$ cat src/rtl/layer6_pool_sequencer_pkg.sv
// Shared definitions for the layer-6 pooling sequencer.
// Holds the FSM state encoding, the engine coordinate word length, layer-6 default geometry
// and the per-group base-offset helpers used by the address mappers.
package layer6_pool_sequencer_pkg;

  // Width of the row/col coordinate words coming from the pooling engine.
  localparam int unsigned WORDLENGTH = 16;

  // Layer-6 default geometry.
  localparam int unsigned L6InWidth  = 16;
  localparam int unsigned L6ChGroups = 4;

  // Distance between consecutive channel groups in the pixel and output SRAMs.
  localparam int unsigned L6PixGroupStride = L6InWidth * L6InWidth;
  localparam int unsigned L6OutGroupStride = (L6InWidth / 2) * (L6InWidth / 2);

  typedef enum logic [2:0] {
    StIdle,
    StStart,
    StRun,
    StGap,
    StDone
  } pool_state_e;

  // Linear offset of channel group grp inside a bank of side x side maps.
  function automatic int unsigned group_base(input int unsigned grp, input int unsigned side);
    return grp * side * side;
  endfunction

endpackage

$ cat src/rtl/layer6_pool_sequencer_addr_map.sv
// layer_addr_map: combinational row/col to linear SRAM address mapper.
//   en_i    : address is driven only while enabled, otherwise 0
//   row_i   : map row coordinate
//   col_i   : map column coordinate
//   base_i  : linear base of the current channel group
//   addr_o  : base_i + row_i*Width + col_i, truncated to AddrW
module layer_addr_map
  import layer6_pool_sequencer_pkg::*;
#(
  parameter int unsigned Width = 16,
  parameter int unsigned AddrW = 16
) (
  input  logic                  en_i,
  input  logic [WORDLENGTH-1:0] row_i,
  input  logic [WORDLENGTH-1:0] col_i,
  input  logic [AddrW-1:0]      base_i,
  output logic [AddrW-1:0]      addr_o
);

  // Arithmetic at AddrW bits gives exactly the truncated full-precision result.
  always_comb begin
    addr_o = '0;
    if (en_i) begin
      addr_o = base_i + AddrW'(row_i) * AddrW'(Width) + AddrW'(col_i);
    end
  end

endmodule

$ cat src/rtl/layer6_pool_sequencer.sv
// layer6_pool_sequencer: starts the 2x2 max-pooling engine once per channel group, maps the
// engine's read/save coordinates to linear pixel/output SRAM addresses, counts committed writes
// per group and handshakes with layer 5 (producer) and layer 7 (consumer).
//   clk, rst               : clock, asynchronous active-high reset
//   layer5_done            : one-cycle pulse, input map stored (queued if not idle)
//   layer7_ack             : downstream took the results (honoured only in DONE)
//   pool_start             : one-cycle engine start per group
//   pool_read_*, pool_save_enable, pool_output_*, pool_done : engine interface
//   pix_rd_en/addr, out_wr_en/addr : SRAM ports, live only while running
//   group_idx              : current channel group
//   busy, layer6_done      : status towards the system
//   wr_count_err           : sticky, some group committed a wrong number of writes
module layer6_pool_sequencer
  import layer6_pool_sequencer_pkg::*;
#(
  parameter int unsigned IN_WIDTH  = L6InWidth,
  parameter int unsigned OUT_WIDTH = IN_WIDTH / 2,
  parameter int unsigned CH_GROUPS = L6ChGroups,
  parameter int unsigned ADDR_W    = 16,
  localparam int unsigned GroupW   = (CH_GROUPS > 1) ? $clog2(CH_GROUPS) : 1
) (
  input  logic                  clk,
  input  logic                  rst,
  input  logic                  layer5_done,
  input  logic                  layer7_ack,
  output logic                  pool_start,
  input  logic                  pool_read_signal,
  input  logic [WORDLENGTH-1:0] pool_read_row,
  input  logic [WORDLENGTH-1:0] pool_read_col,
  input  logic                  pool_save_enable,
  input  logic [WORDLENGTH-1:0] pool_output_row,
  input  logic [WORDLENGTH-1:0] pool_output_col,
  input  logic                  pool_done,
  output logic                  pix_rd_en,
  output logic [ADDR_W-1:0]     pix_rd_addr,
  output logic                  out_wr_en,
  output logic [ADDR_W-1:0]     out_wr_addr,
  output logic [GroupW-1:0]     group_idx,
  output logic                  busy,
  output logic                  layer6_done,
  output logic                  wr_count_err
);

  localparam int unsigned OutPix = OUT_WIDTH * OUT_WIDTH;
  // One spare bit so an overrun can never alias back onto OutPix.
  localparam int unsigned CntW   = $clog2(OutPix + 2) + 1;

  pool_state_e       state_q, state_d;
  logic [GroupW-1:0] group_q, group_d;
  logic [CntW-1:0]   wr_cnt_q, wr_cnt_d;
  logic [CntW-1:0]   wr_total;
  logic              pend_q, pend_d;
  logic              err_q, err_d;
  logic              run;
  logic [ADDR_W-1:0] pix_base;
  logic [ADDR_W-1:0] out_base;

  always_comb begin
    state_d  = state_q;
    group_d  = group_q;
    wr_cnt_d = wr_cnt_q;
    pend_d   = pend_q;
    err_d    = err_q;
    // The last write may land in the same cycle as pool_done, so it is part of the total.
    wr_total = wr_cnt_q + CntW'(pool_save_enable);

    unique case (state_q)
      StIdle: begin
        if (layer5_done || pend_q) begin
          state_d = StStart;
          pend_d  = 1'b0;
          group_d = '0;
          err_d   = 1'b0;
        end
      end
      StStart: begin
        wr_cnt_d = '0;
        state_d  = StRun;
      end
      StRun: begin
        if (pool_save_enable && (wr_cnt_q != '1)) begin
          wr_cnt_d = wr_cnt_q + 1'b1;
        end
        if (pool_done) begin
          if (wr_total != CntW'(OutPix)) begin
            err_d = 1'b1;
          end
          if (group_q == GroupW'(CH_GROUPS - 1)) begin
            state_d = StDone;
          end else begin
            group_d = group_q + 1'b1;
            state_d = StGap;
          end
        end
      end
      StGap:  state_d = StStart;
      StDone: begin
        if (layer7_ack) begin
          state_d = StIdle;
        end
      end
      default: state_d = StIdle;
    endcase

    // A new map announced while busy is replayed once we are back in IDLE.
    if (layer5_done && (state_q != StIdle)) begin
      pend_d = 1'b1;
    end
  end

  always_ff @(posedge clk or posedge rst) begin
    if (rst) begin
      state_q  <= StIdle;
      group_q  <= '0;
      wr_cnt_q <= '0;
      pend_q   <= 1'b0;
      err_q    <= 1'b0;
    end else begin
      state_q  <= state_d;
      group_q  <= group_d;
      wr_cnt_q <= wr_cnt_d;
      pend_q   <= pend_d;
      err_q    <= err_d;
    end
  end

  assign run      = (state_q == StRun);
  assign pix_base = ADDR_W'(group_base(32'(group_q), IN_WIDTH));
  assign out_base = ADDR_W'(group_base(32'(group_q), OUT_WIDTH));

  layer_addr_map #(
    .Width (IN_WIDTH),
    .AddrW (ADDR_W)
  ) u_rd_map (
    .en_i   (run),
    .row_i  (pool_read_row),
    .col_i  (pool_read_col),
    .base_i (pix_base),
    .addr_o (pix_rd_addr)
  );

  layer_addr_map #(
    .Width (OUT_WIDTH),
    .AddrW (ADDR_W)
  ) u_wr_map (
    .en_i   (run),
    .row_i  (pool_output_row),
    .col_i  (pool_output_col),
    .base_i (out_base),
    .addr_o (out_wr_addr)
  );

  assign pix_rd_en    = run & pool_read_signal;
  assign out_wr_en    = run & pool_save_enable;
  assign pool_start   = (state_q == StStart);
  assign busy         = (state_q != StIdle);
  assign layer6_done  = (state_q == StDone);
  assign group_idx    = group_q;
  assign wr_count_err = err_q;

endmodule

$ cat config.mk
export PLATFORM = sky130hd
export DESIGN_NAME = layer6_pool_sequencer
export DESIGN_NICKNAME = d
export VERILOG_FILES = /design/src/rtl/layer6_pool_sequencer_pkg.sv /design/src/rtl/layer6_pool_sequencer_addr_map.sv /design/src/rtl/layer6_pool_sequencer.sv
export SDC_FILE = /design/constraint.sdc
export NUM_CORES = 1
export LEC_CHECK = 0
export CAP_MARGIN = 20
export CELL_PAD_IN_SITES_DETAIL_PLACEMENT = 0
export CELL_PAD_IN_SITES_GLOBAL_PLACEMENT = 1
export CORE_MARGIN = 4
export CORE_UTILIZATION = 27
export DETAILED_ROUTE_END_ITERATION = 8
export GPL_TIMING_DRIVEN = 0
export MAX_ROUTING_LAYER = met4
export PLACE_DENSITY_LB_ADDON = 0.1
export SLEW_MARGIN = 10
export SYNTH_ARGS = -nofsm -noshare
export SYNTH_HDL_FRONTEND = slang
export SYNTH_SLANG_ARGS = --single-unit
$ cat constraint.sdc
create_clock -name clk -period 2.9 [get_ports clk]
set_input_delay 0.58 -clock clk [delete_from_list [all_inputs] [get_ports clk]]
set_output_delay 0.58 -clock clk [all_outputs]
set_load 0.01 [all_outputs]
Word level (Yosys, flattened, before mapping)
Cells that the tools add are included.
{"block": "word_totals", "regBits": 15, "latchBits": 0, "mem_bits_rw": 0, "mem_bits_ro": 0, "in_bits": 71, "mem_count": 0}
{"block": "op_classes", "n_addsub": 7, "mul": 0, "div": 0, "order_cmp": 0, "eq_ne": 13, "shift": 0, "muxes": 19, "bitwise": 2, "reduce_logical": 14}
{"operator": "adder 16 bit", "count": 2}
{"operator": "two-way mux 16 bit", "count": 2}
{"operator": "adder 10 x 16 -> 16 bit", "count": 1}
{"operator": "adder 8 x 16 -> 16 bit", "count": 1}
{"operator": "case mux 8 bit (2 select lines)", "count": 1}
{"operator": "case mux 3 bit (5 select lines)", "count": 1}
{"operator": "two-way mux 3 bit", "count": 4}
{"operator": "adder 8 x 1 -> 8 bit", "count": 1}
{"operator": "adder 8 x 1 -> 8 bit, second input constant", "count": 1}
{"operator": "two-way mux 8 bit", "count": 1}
{"operator": "inequality test 2 bit, second input constant", "count": 4}
{"operator": "inequality test 8 x 7 -> 1 bit, second input constant", "count": 1}
{"operator": "inequality test 8 bit, second input constant", "count": 1}
{"operator": "AND reduction 4 bit", "count": 2}
{"operator": "nonzero test 2 bit", "count": 4}
{"operator": "equality test 3 x 2 -> 1 bit, second input constant", "count": 2}
{"operator": "two-way mux 2 bit", "count": 3}
{"operator": "two-way mux 1 bit", "count": 5}
{"operator": "inequality test 2 x 1 -> 1 bit, second input constant", "count": 2}
{"operator": "case mux 2 bit (2 select lines)", "count": 1}
{"operator": "AND reduction 2 bit", "count": 2}
{"operator": "equality test 3 x 1 -> 1 bit, second input constant", "count": 1}
{"operator": "equality test 3 bit, second input constant", "count": 1}
{"operator": "logical NOT 3 bit", "count": 1}
{"operator": "other kinds (8)", "count": 10}

Depth between registers and ports, before layout
Gate-level depths: netlist (run 1).
{"block": "logic_depth", "depth_word": 5, "mapped_depth": 9, "mapped_depth_nobuf": 9}

Cells and area by module
Synthesis (run 1) repeated with hierarchy kept, for this count alone.
{"block": "hier_totals", "hier_cells": 348, "hier_area_um2": 3143.0}
{"mod": "layer_addr_map at u_wr_map", "n_inst": 1, "cells_each": 127, "area_per_inst_um2": 1129.8}
{"mod": "layer_addr_map at u_rd_map", "n_inst": 1, "cells_each": 122, "area_per_inst_um2": 1077.3}
{"mod": "layer6_pool_sequencer", "n_inst": 1, "cells_each": 99, "area_per_inst_um2": 935.9}

Least setup slack after synthesis (run 1)
No wires, ideal clock.
{"block": "synth_path", "kind": "input to output", "start": "input port pool_output_row[3]", "end": "output port out_wr_addr[15]", "arrival_time_ns": 2.622, "setup_slack_ns": -0.302, "stages": 9, "path_buffers": 0, "path_cell_list": "inv_1 fa_1 inv_1 ha_1 o21ai_0 o21ai_0 a2111oi_0 o21ai_0 a21oi_1"}
{"block": "synth_between", "elab_chain_len": 3}
{"element": "from (decl)", "line_no": "layer6_pool_sequencer.sv:31", "text": "input logic [WORDLENGTH-1:0] pool_output_row,"}
{"element": "adder 8 x 16 -> 16 bit", "line_no": "layer6_pool_sequencer_addr_map.sv:24", "text": "addr_o = base_i + AddrW'(row_i) * AddrW'(Width) + AddrW'(col_i);"}
{"element": "adder 16 bit", "line_no": "layer6_pool_sequencer_addr_map.sv:24"}
{"element": "two-way mux 16 bit", "line_no": "layer6_pool_sequencer_addr_map.sv:23", "text": "if (en_i) begin"}
{"element": "to (decl)", "line_no": "layer6_pool_sequencer.sv:37", "text": "output logic [ADDR_W-1:0] out_wr_addr,"}
No other way between the ends.

Worst setup path in the final report (run 1)
{"block": "layout_path", "start": "input port pool_output_col[6]", "end": "output port out_wr_addr[13]"}
{"block": "layout_between", "elab_chain_len": 2}
{"element": "from (decl)", "line_no": "layer6_pool_sequencer.sv:32", "text": "input logic [WORDLENGTH-1:0] pool_output_col,"}
{"element": "adder 16 bit", "line_no": "layer6_pool_sequencer_addr_map.sv:24"}
{"element": "two-way mux 16 bit", "line_no": "layer6_pool_sequencer_addr_map.sv:23"}
No other way between the ends.

==> qor.txt, run 1 <==
outcome -> complete, but fails checks
failing checks -> setup timing
fin nets -> 569
Fmax -> 0.311 GHz
Total Routing Usage GR -> 14.4%
layout cell share with drive strength beyond 1 -> 37.6%
Synth warnings -> 0
first-pass GRT wire length -> 12000 microns
Vias/cell -> 4.89
DRC violations left -> 0
ant diodes -> 0
DRT iter0 DRCs -> 52
Final HPWL DP -> 5680 microns
TritonRoute pass-1 iters -> 4
commonest non-fill, non-tap cell in the layout -> clkdlybuf4s50_1
syn_nets -> 426
net switching power -> 1.26 mW
top-area cell type share of the netlist area -> 22.6%
number of flops mapped to enable cells by yosys -> 0
Slowest-stage cell, CP -> fa_1
Min Clock Period, post-route -> 3.22 ns
clk_lat worst skew -> 0.25 ns
Max Slew Vio Count -> 0
total CTS buffers -> 3
synthesized area -> 2430 sq um
vias in the first global route -> 2650
full die area -> 10600 sq um
ANT nets after route -> 0
PortBufs -> 103
WP buf/inv -> 5
H-tree levels -> 1
Worst path top cell family by delay -> compound AO/OA/AOI/OAI gates
setup violators final -> 15
CTS root buffer -> clkbuf_8
critical path, cell by cell -> buf_6 -> inv_2 -> fa_1 -> inv_2 -> ha_4 -> a211oi_4 -> o21ai_4 -> buf_6 -> a221oi_4 -> nor4b_2 -> a211o_1 -> buf_6
io pins -> 111
most frequent cells in the layout -> 52 x clkdlybuf4s50_1, 30 x ha_4, 28 x nor2_1
top cells by area, synth -> ha_1 23%, dfrtp_1 15%, nor2_1 5.1%
Most used DFF post-synth -> dfrtp_1
DP Worst Slack -> -1.32 ns
Fin Setup TNS -> -2.50 ns
Routed WL per cell -> 13.9 microns
sequential share of power -> 11.6%
final RePlAce weighted congestion -> 0.812
Layout area overhead -> 85.2%
WS Path Type -> in -> out
Netlist cell types -> 48
sw frac -> 44.4%
CP Capture Type -> output pin
register area share after synthesis -> 15.4%
LEAKAGE -> 1.88 nW
Required @ worst endpoint -> 2.32 ns
die width -> 103 microns
fill count -> 863
worst setup slack after layout -> -0.319 ns
flop and latch count out of synthesis -> 15
initial antenna violation count -> 0
die height -> 103 microns
CTS Sinks -> 15
Pwr Density -> 629 nW/um^2
Worst path max stage delay -> 0.54 ns
hold_buf cts -> 0
Hold/Removal Path Class -> reg -> reg
clk buf depth -> 2
asr flop ratio synth -> 100%
unrepaired setup endpoints after global routing -> true
Max transition margin -> 54.7%
Int Pwr -> 1.58 mW
cell mode on critical path -> buf_6
post-synth top area cell -> ha_1
gr ovfl total -> 0
pin count of the biggest net entering global routing -> 20
Initial Util -> 27.8%
core area -> 8760 sq um
Cell Rows -> 34
Hold Fails Final Rpt -> 0
Mapped Cells -> 305
Clk pwr share -> 6.1%
clk_skew -> 0.00363 ns
mean post-synth cell area -> 7.98 sq um
actual slew at the worst max-slew pin -> 0.679 ns
clk slew on worst S/H paths -> 0.06 ns
CTS tree -> done
drt total wl -> 7710 microns
Max rail drop VDD -> 0.000263 V
Final period util -> 111%
logic gate share of total power -> 82.3%
crit path DAT -> 2.64 ns
vias -> 2714
crit-path max FO -> 4
Critical Path Start Type -> input pin
Max-Cap Viols -> 0
[power groups by stage]
stage	combinational, mW	clock, mW	sequential (mW)
after global placement	1.82	0	0.335
after detailed placement	1.83	0	0.335
after floorplan	1.08	0	0.328
final	2.33	0.173	0.328
after global routing	2.56	0.189	0.336
after CTS	2.18	0.178	0.325
[per-layer routing]
layer	share of wire, %	routed length [microns]	track usage [%]
met5	0	0	-
met2	49	3760	25.1
met3	6.4	496	2.91
met4	0.44	34	1.39
met1	44	3420	17.7
[cell type report]
class / count / area (sq um) / share of cell area (%)
Clock buffer: 4 / 45.0 / 0.999
Buffer: 8 / 48.8 / 1.08
Timing Repair Buffer: 139 / 1200 / 26.7
Sequential cell: 15 / 377 / 8.35
Tap cell: 108 / 135 / 3.00
Multi-Input combinational cell: 260 / 2610 / 57.9
Inverter: 21 / 88.8 / 1.97
[worst reg2reg max path: cells and delay by family, from the launching register on]
family,cells,cell delay [ns]
and+or+nand+nor,3,0.54
AOI/OAI and AO/OA,1,0.14
DFF,1,0.35
muxes,1,0.28
buffers and inverters,2,0.55
[sequential cells by signal, summed over array words and instances, names as in the netlist]
signal        flops
group_idx         2
pend_q            1
state_q           3
wr_cnt_q          8
wr_count_err      1
[cell usage after synthesis (all sizes together), types with 2 or more instances]
cell     number
mux2          3
ha           44
xor2          5
a211o         2
a21boi        2
a211oi        7
and2         14
o31a          3
nor2b         7
clkbuf        5
nand2b        4
a21oi        20
o21ai        19
nor3b         7
nor4b         2
nand3        10
inv          21
buf           4
dfrtp        15
nor4          3
nor3          7
nor2         33
or3           4
a21o          6
fa            6
xnor2         7
a2111oi       3
nand2        19
o21a          6
o21bai        4
[path summary, 6_finish.rpt]
| check | startpoint | to | slack, ns | cells past startpoint |
|---|---|---|---|---|
| max | pool_output_col[6] | out_wr_addr[13] | -0.32 | 12 |
| min | wr_count_err$_DFFE_PP0P_ | wr_count_err$_DFFE_PP0P_ | 0.51 | 1 |
| max reg2reg | state_q[2]$_DFFE_PP0P_ | wr_count_err$_DFFE_PP0P_ | 0.92 | 7 |
| min reg2reg | wr_count_err$_DFFE_PP0P_ | wr_count_err$_DFFE_PP0P_ | 0.51 | 1 |
| max in group asynchronous | rst | group_idx[1]$_DFFE_PP0P_ | 1.78 | 2 |
| min in group asynchronous | rst | wr_cnt_q[6]$_DFFE_PP0P_ | 0.70 | 2 |
[timing repair]
item | 4_1_cts | 5_1_grt
buffers inserted | 30 | 6
gates resized for setup | 211 | 53
pin swaps | 61 | 44
setup endpoints to repair | 29 | 18
[per-stage QoR]
step	hold WS [ns]	utilization (%)	total power, mW	area, sq um	cells
2_1_floorplan	0.475	-	1.41	2500	305
3_3_place_gp	0.495	41.9	2.16	3670	516
3_5_place_dp	0.499	41.9	2.17	3670	516
4_1_cts	0.514	49.0	2.69	4290	549
5_1_grt	0.537	51.5	3.09	4510	555
6_report	0.510	51.5	2.84	4510	555
[kinds of logic (layout without fill, tap and decap cells)]
family,count (synthesis),after routing,synth area share [%]
AND/OR/NAND/NOR,114,114,24.3
AO/OA/AOI/OAI,80,80,21.5
adder cells (fa/ha/maj),50,50,27.5
buffers and inverters,30,172,5.14
flip-flops,15,15,15.4
XOR/XNOR,12,12,4.32
multiplexers,4,4,1.80
Power figures use the tool's default switching activity.
==> run 2: changes to the inputs <==
- RECOVER_POWER: not set -> 25
==> run 2 against run 1 <==
  * Non-clock buffer count did not move
  * Count of clock-buffer cells in the layout did not move
  * Final area did not move
  * Cell count did not move
  * Critical endpoint unchanged
  * Power barely moved
  * Flip-flop and latch count did not move
  * Largest power group unchanged
  * Maximum frequency did not move
  * Critical path type unchanged
  * Sequential share of layout area did not move
  * The flow still finishes with violations (setup timing)
  * Via count did not move
  * Core utilization did not move
  * Routed wire length barely moved
==> qor.txt, run 2 (synthesis results as in run 1) <==
Cell Rows -> 34
Slowest-stage cell, CP -> fa_1
worst hold path depth -> 1
CTS root buffer -> clkbuf_8
LEAKAGE -> 1.88 nW
layout cell share with drive strength beyond 1 -> 37.6%
commonest non-fill, non-tap cell in the layout -> clkdlybuf4s50_1
Vias/cell -> 4.89
Layout area overhead -> 85.2%
first-pass GRT wire length -> 12000 microns
initial antenna violation count -> 0
TritonRoute pass-1 iters -> 4
Critical Path Start Type -> input pin
clk buf depth -> 2
Routed WL per cell -> 13.9 microns
cell mode on critical path -> buf_6
r2r setup slk -> 0.92 ns
Biggest register -> wr_cnt_q
core area -> 8760 sq um
worst r2r src -> state_q[2]$_DFFE_PP0P_
WS Path Type -> in -> out
crit-path max FO -> 4
Total Routing Usage GR -> 14.4%
DRT iter0 DRCs -> 52
worst setup slack after layout -> -0.319 ns
CP Capture Type -> output pin
fin nets -> 569
unrepaired setup endpoints after global routing -> true
die width -> 103 microns
hold path startpoint -> wr_count_err$_DFFE_PP0P_
Max Slew Vio Count -> 0
outcome -> complete, but fails checks
H-tree levels -> 1
ANT nets after route -> 0
die height -> 103 microns
setup violators final -> 15
clk_skew -> 0.00363 ns
Hold/Removal Path Class -> reg -> reg
reg2reg end -> wr_count_err$_DFFE_PP0P_
CTS Sinks -> 15
Min Clock Period, post-route -> 3.22 ns
crit path DAT -> 2.64 ns
hold_buf cts -> 0
hold slack -> 0.510 ns
DRC violations left -> 0
max FFs per register -> 8
reg2reg path depth -> 7
drt total wl -> 7710 microns
gr ovfl total -> 0
Final period util -> 111%
fin cells -> 555
clk slew on worst S/H paths -> 0.06 ns
Fmax -> 0.311 GHz
Max-Cap Viols -> 0
total CTS buffers -> 3
clk_lat worst skew -> 0.25 ns
PortBufs -> 103
critical path, cell by cell -> buf_6 -> inv_2 -> fa_1 -> inv_2 -> ha_4 -> a211oi_4 -> o21ai_4 -> buf_6 -> a221oi_4 -> nor4b_2 -> a211o_1 -> buf_6
hold endpoint -> wr_count_err$_DFFE_PP0P_
Final HPWL DP -> 5680 microns
Placed Instances -> 516
actual slew at the worst max-slew pin -> 0.679 ns
full die area -> 10600 sq um
fill count -> 863
io pins -> 111
ant diodes -> 0
failing checks -> setup timing
vias in the first global route -> 2650
Max transition margin -> 54.7%
Required @ worst endpoint -> 2.32 ns
pin count of the biggest net entering global routing -> 20
Max rail drop VDD -> 0.000263 V
vias -> 2714
CTS tree -> done
most frequent cells in the layout -> 50 x clkdlybuf4s50_1, 30 x ha_4, 28 x nor2_1
Worst path max stage delay -> 0.54 ns
Initial Util -> 27.8%
Hold Fails Final Rpt -> 0
Pwr Density -> 629 nW/um^2
final RePlAce weighted congestion -> 0.812
[run 2: worst max-delay path, delay by kind of cell]
| family | cells | cell delay (ns) |
|---|---|---|
| AOI/OAI and AO/OA | 4 | 0.85 |
| buffers and inverters | 5 | 0.40 |
| and+or+nand+nor | 1 | 0.09 |
| adders and majority gates | 2 | 0.72 |
[run 2: repair_timing]
action / in CTS / in global routing
resized for setup: 211 / 53
pin swaps: 61 / 44
setup endpoints to repair: 29 / 18
hold endpoints to repair: 0 / 0
setup buffers: 30 / 6
[run 2: cell type report]
| type | count | area (sq um) | share of cell area [%] |
|---|---|---|---|
| Buffer | 8 | 48.8 | 1.08 |
| Clock buffer | 4 | 45.0 | 0.999 |
| Inverter | 21 | 88.8 | 1.97 |
| Multi-Input combinational cell | 260 | 2610 | 57.9 |
| Sequential cell | 15 | 377 | 8.35 |
| Tap cell | 108 | 135 | 3.00 |
| Timing Repair Buffer | 139 | 1200 | 26.7 |
[run 2: metal layers]
metal | share of wire [%] | vias to the layer above | GRT usage, %
li1 | - | 1379 | -
met1 | 44 | 1260 | 17.7
met2 | 49 | 71 | 25.1
met3 | 6.4 | 4 | 2.91
met4 | 0.44 | 0 | 1.39
met5 | 0 | - | -
[run 2: how the worst max path moves through the flow]
stage,start,to,cells after the start
CTS,pool_output_col[6],out_wr_addr[14],11
floorplan,pool_output_row[3],out_wr_addr[14],9
global placement,pool_output_row[3],out_wr_addr[15],11
detailed placement,pool_output_row[3],out_wr_addr[15],11
finish,pool_output_col[6],out_wr_addr[13],12
global route,pool_output_col[11],out_wr_addr[15],10
[run 2: stage by stage]
stage               util [%]  TNS, ns  worst slack (ns)  power, mW  cell area (sq um)
floorplan                  -   -0.185           -0.0949       1.41               2500
finish                  51.5    -2.50            -0.319       2.84               4510
CTS                     49.0    -3.13            -0.418       2.69               4290
global placement        41.9   -19.32             -1.32       2.16               3670
global route            51.5    -4.00            -0.424       3.09               4510
detailed placement      41.9   -19.27             -1.32       2.17               3670
[run 2: report_power, final]
| group | total, mW | switching, mW | internal, mW |
|---|---|---|---|
| clock | 0.173 | 0.0757 | 0.0973 |
| combinational | 2.33 | 1.13 | 1.21 |
| sequential | 0.328 | 0.0586 | 0.270 |
==> run 3: changes to the inputs <==
- CORE_MARGIN: 4 -> not set
- CORE_UTILIZATION: 27 -> 30
- clock period: 2.9 -> 3 ns (I/O delays scaled with it)
==> run 3 against run 2 <==
  * The run still ends with setup timing left
  * First-iteration DRC count down 23%
  * Routed wire length down 1.7%
  * Critical path depth unchanged
  * Cell count down 1.4%
  * Global-route usage up 3.5 points
  * Clock skew down 0.0013 ns
  * Non-clock buffer count down 2
  * Worst setup slack better by 0.035 ns
  * Die area down 20%
  * Critical endpoint is now out_wr_addr[15]
  * Highest routed layer unchanged
==> qor.txt, run 3 (synthesis results as in run 1) <==
outcome -> complete, but fails checks
failing checks -> setup timing
final core occ -> 57.7%
reg2reg path depth -> 7
Min Clock Period, post-route -> 3.28 ns
Layout area overhead -> 84.9%
CTS Sinks -> 15
worst setup slack after layout -> -0.284 ns
crit path DAT -> 2.68 ns
Max-Cap Viols -> 0
ANT nets after route -> 0
Required @ worst endpoint -> 2.40 ns
total power -> 2.72 mW
H-tree levels -> 1
LEAKAGE -> 1.89 nW
fill count -> 695
Setup crit end -> out_wr_addr[15]
final RePlAce weighted congestion -> 0.829
drt total wl -> 7580 microns
pin count of the biggest net entering global routing -> 20
Fmax -> 0.304 GHz
actual slew at the worst max-slew pin -> 0.653 ns
WS Path Type -> in -> out
critical path, cell by cell -> buf_6 -> inv_2 -> fa_1 -> inv_2 -> ha_4 -> buf_6 -> o21ai_4 -> o21ai_4 -> a2111oi_4 -> or3_1 -> a21oi_1 -> buf_2
Slowest-stage cell, CP -> fa_1
TritonRoute pass-1 iters -> 4
Final period util -> 109%
Pwr Density -> 604 nW/um^2
hold_buf cts -> 0
DP Worst Slack -> -1.27 ns
core area -> 7810 sq um
clk_lat worst skew -> 0.25 ns
worst r2r src -> state_q[0]$_DFFE_PP0P_
clk_skew -> 0.00232 ns
worst hold path depth -> 1
clk buf depth -> 2
CTS tree -> done
full die area -> 8480 sq um
r2r setup slk -> 0.86 ns
die width -> 92.1 microns
Routed WL per cell -> 13.9 microns
reg2reg end -> wr_count_err$_DFFE_PP0P_
Initial Util -> 31.2%
DRT iter0 DRCs -> 40
fin nets -> 567
setup violators final -> 13
io pins -> 111
Critical Path Start Type -> input pin
crit-path max FO -> 3
PortBufs -> 103
Vias/cell -> 5.07
CP Launch Point -> pool_output_col[6]
Max Slew Vio Count -> 0
Final HPWL DP -> 5350 microns
max FFs per register -> 8
Worst path max stage delay -> 0.55 ns
commonest non-fill, non-tap cell in the layout -> clkdlybuf4s50_1
DRC violations left -> 0
gr ovfl total -> 0
Max rail drop VDD -> 0.000392 V
Cell Rows -> 32
Total Routing Usage GR -> 17.9%
CTS root buffer -> clkbuf_8
ant diodes -> 0
Max transition margin -> 56.5%
clk slew on worst S/H paths -> 0.06 ns
initial antenna violation count -> 0
Hold/Removal Path Class -> reg -> reg
vias in the first global route -> 2743
Biggest register -> wr_cnt_q
unrepaired setup endpoints after global routing -> true
CP Capture Type -> output pin
first-pass GRT wire length -> 12300 microns
layout cell share with drive strength beyond 1 -> 35.7%
vias -> 2773
total CTS buffers -> 3
Hold Fails Final Rpt -> 0
most frequent cells in the layout -> 52 x clkdlybuf4s50_1, 29 x ha_4, 28 x nor2_1, 28 x buf_4, 22 x buf_2
die height -> 92.1 microns
==> run 3: cell types whose count changed in the layout (fill, tap and decap cells not counted), sizes merged <==
cell / previous run / this run
buf: 65 / 63
clkbuf: 13 / 10
clkdlybuf4s15: 2 / 6
clkdlybuf4s50: 50 / 52
dlygate4sd2: 17 / 13
dlygate4sd3: 2 / 1
dlymetal6s2s: 2 / 4
==> run 3: final cells by class <==
type / count / area (sq um) / area share [%]
plain buffers: 8 / 41.3 / 0.917
clock buffers: 4 / 45.0 / 1.00
inverters: 21 / 86.3 / 1.92
multi-input cells: 260 / 2600 / 57.8
flip-flops and latches: 15 / 377 / 8.37
well taps: 102 / 128 / 2.83
repair buffers: 137 / 1220 / 27.2
==> run 3: worst min path at each step <==
stage | from | end | slack, ns
final | wr_count_err$_DFFE_PP0P_ | wr_count_err$_DFFE_PP0P_ | 0.53
after global placement | wr_count_err$_DFFE_PP0P_ | wr_count_err$_DFFE_PP0P_ | 0.49
after floorplan | pend_q$_DFFE_PP0P_ | pend_q$_DFFE_PP0P_ | 0.48
after global routing | wr_count_err$_DFFE_PP0P_ | wr_count_err$_DFFE_PP0P_ | 0.55
after CTS | wr_count_err$_DFFE_PP0P_ | wr_count_err$_DFFE_PP0P_ | 0.53
after detailed placement | wr_count_err$_DFFE_PP0P_ | wr_count_err$_DFFE_PP0P_ | 0.50
==> run 3: routing by layer <==
| layer | global-route usage [%] | vias to the layer above | wire [microns] |
|---|---|---|---|
| li1 | - | 1381 | - |
| met1 | 23.4 | 1303 | 3390 |
| met2 | 29.2 | 78 | 3740 |
| met3 | 1.74 | 11 | 329 |
| met4 | 5.34 | 0 | 123 |
| met5 | - | - | 0 |
==> run 3: power breakdown <==
group	internal, mW	switching [mW]
sequential	0.261	0.0590
combinational	1.14	1.10
clock	0.0940	0.0715
==> run 3: worst max-delay path, delay by kind of cell <==
family,cells,cell delay [ns]
adders and majority gates,2,0.81
and+or+nand+nor,1,0.35
AOI/OAI and AO/OA,4,0.52
buffers and inverters,5,0.40
==> run 3: what timing repair did <==
action / 4_1_cts / 5_1_grt
pin swaps: 65 / 44
gates resized for setup: 217 / 40
endpoints found under the setup margin: 29 / 16
setup buffers: 25 / 10
==> run 3: stage by stage <==
step                cells  TNS, ns  hold WS, ns  area [sq um]
floorplan             305  -0.0508        0.475          2480
global placement      510   -18.26        0.493          3640
detailed placement    510   -18.35        0.503          3640
CTS                   538    -2.07        0.530          4240
global route          547    -3.56        0.548          4500
finish                547    -1.80        0.526          4500
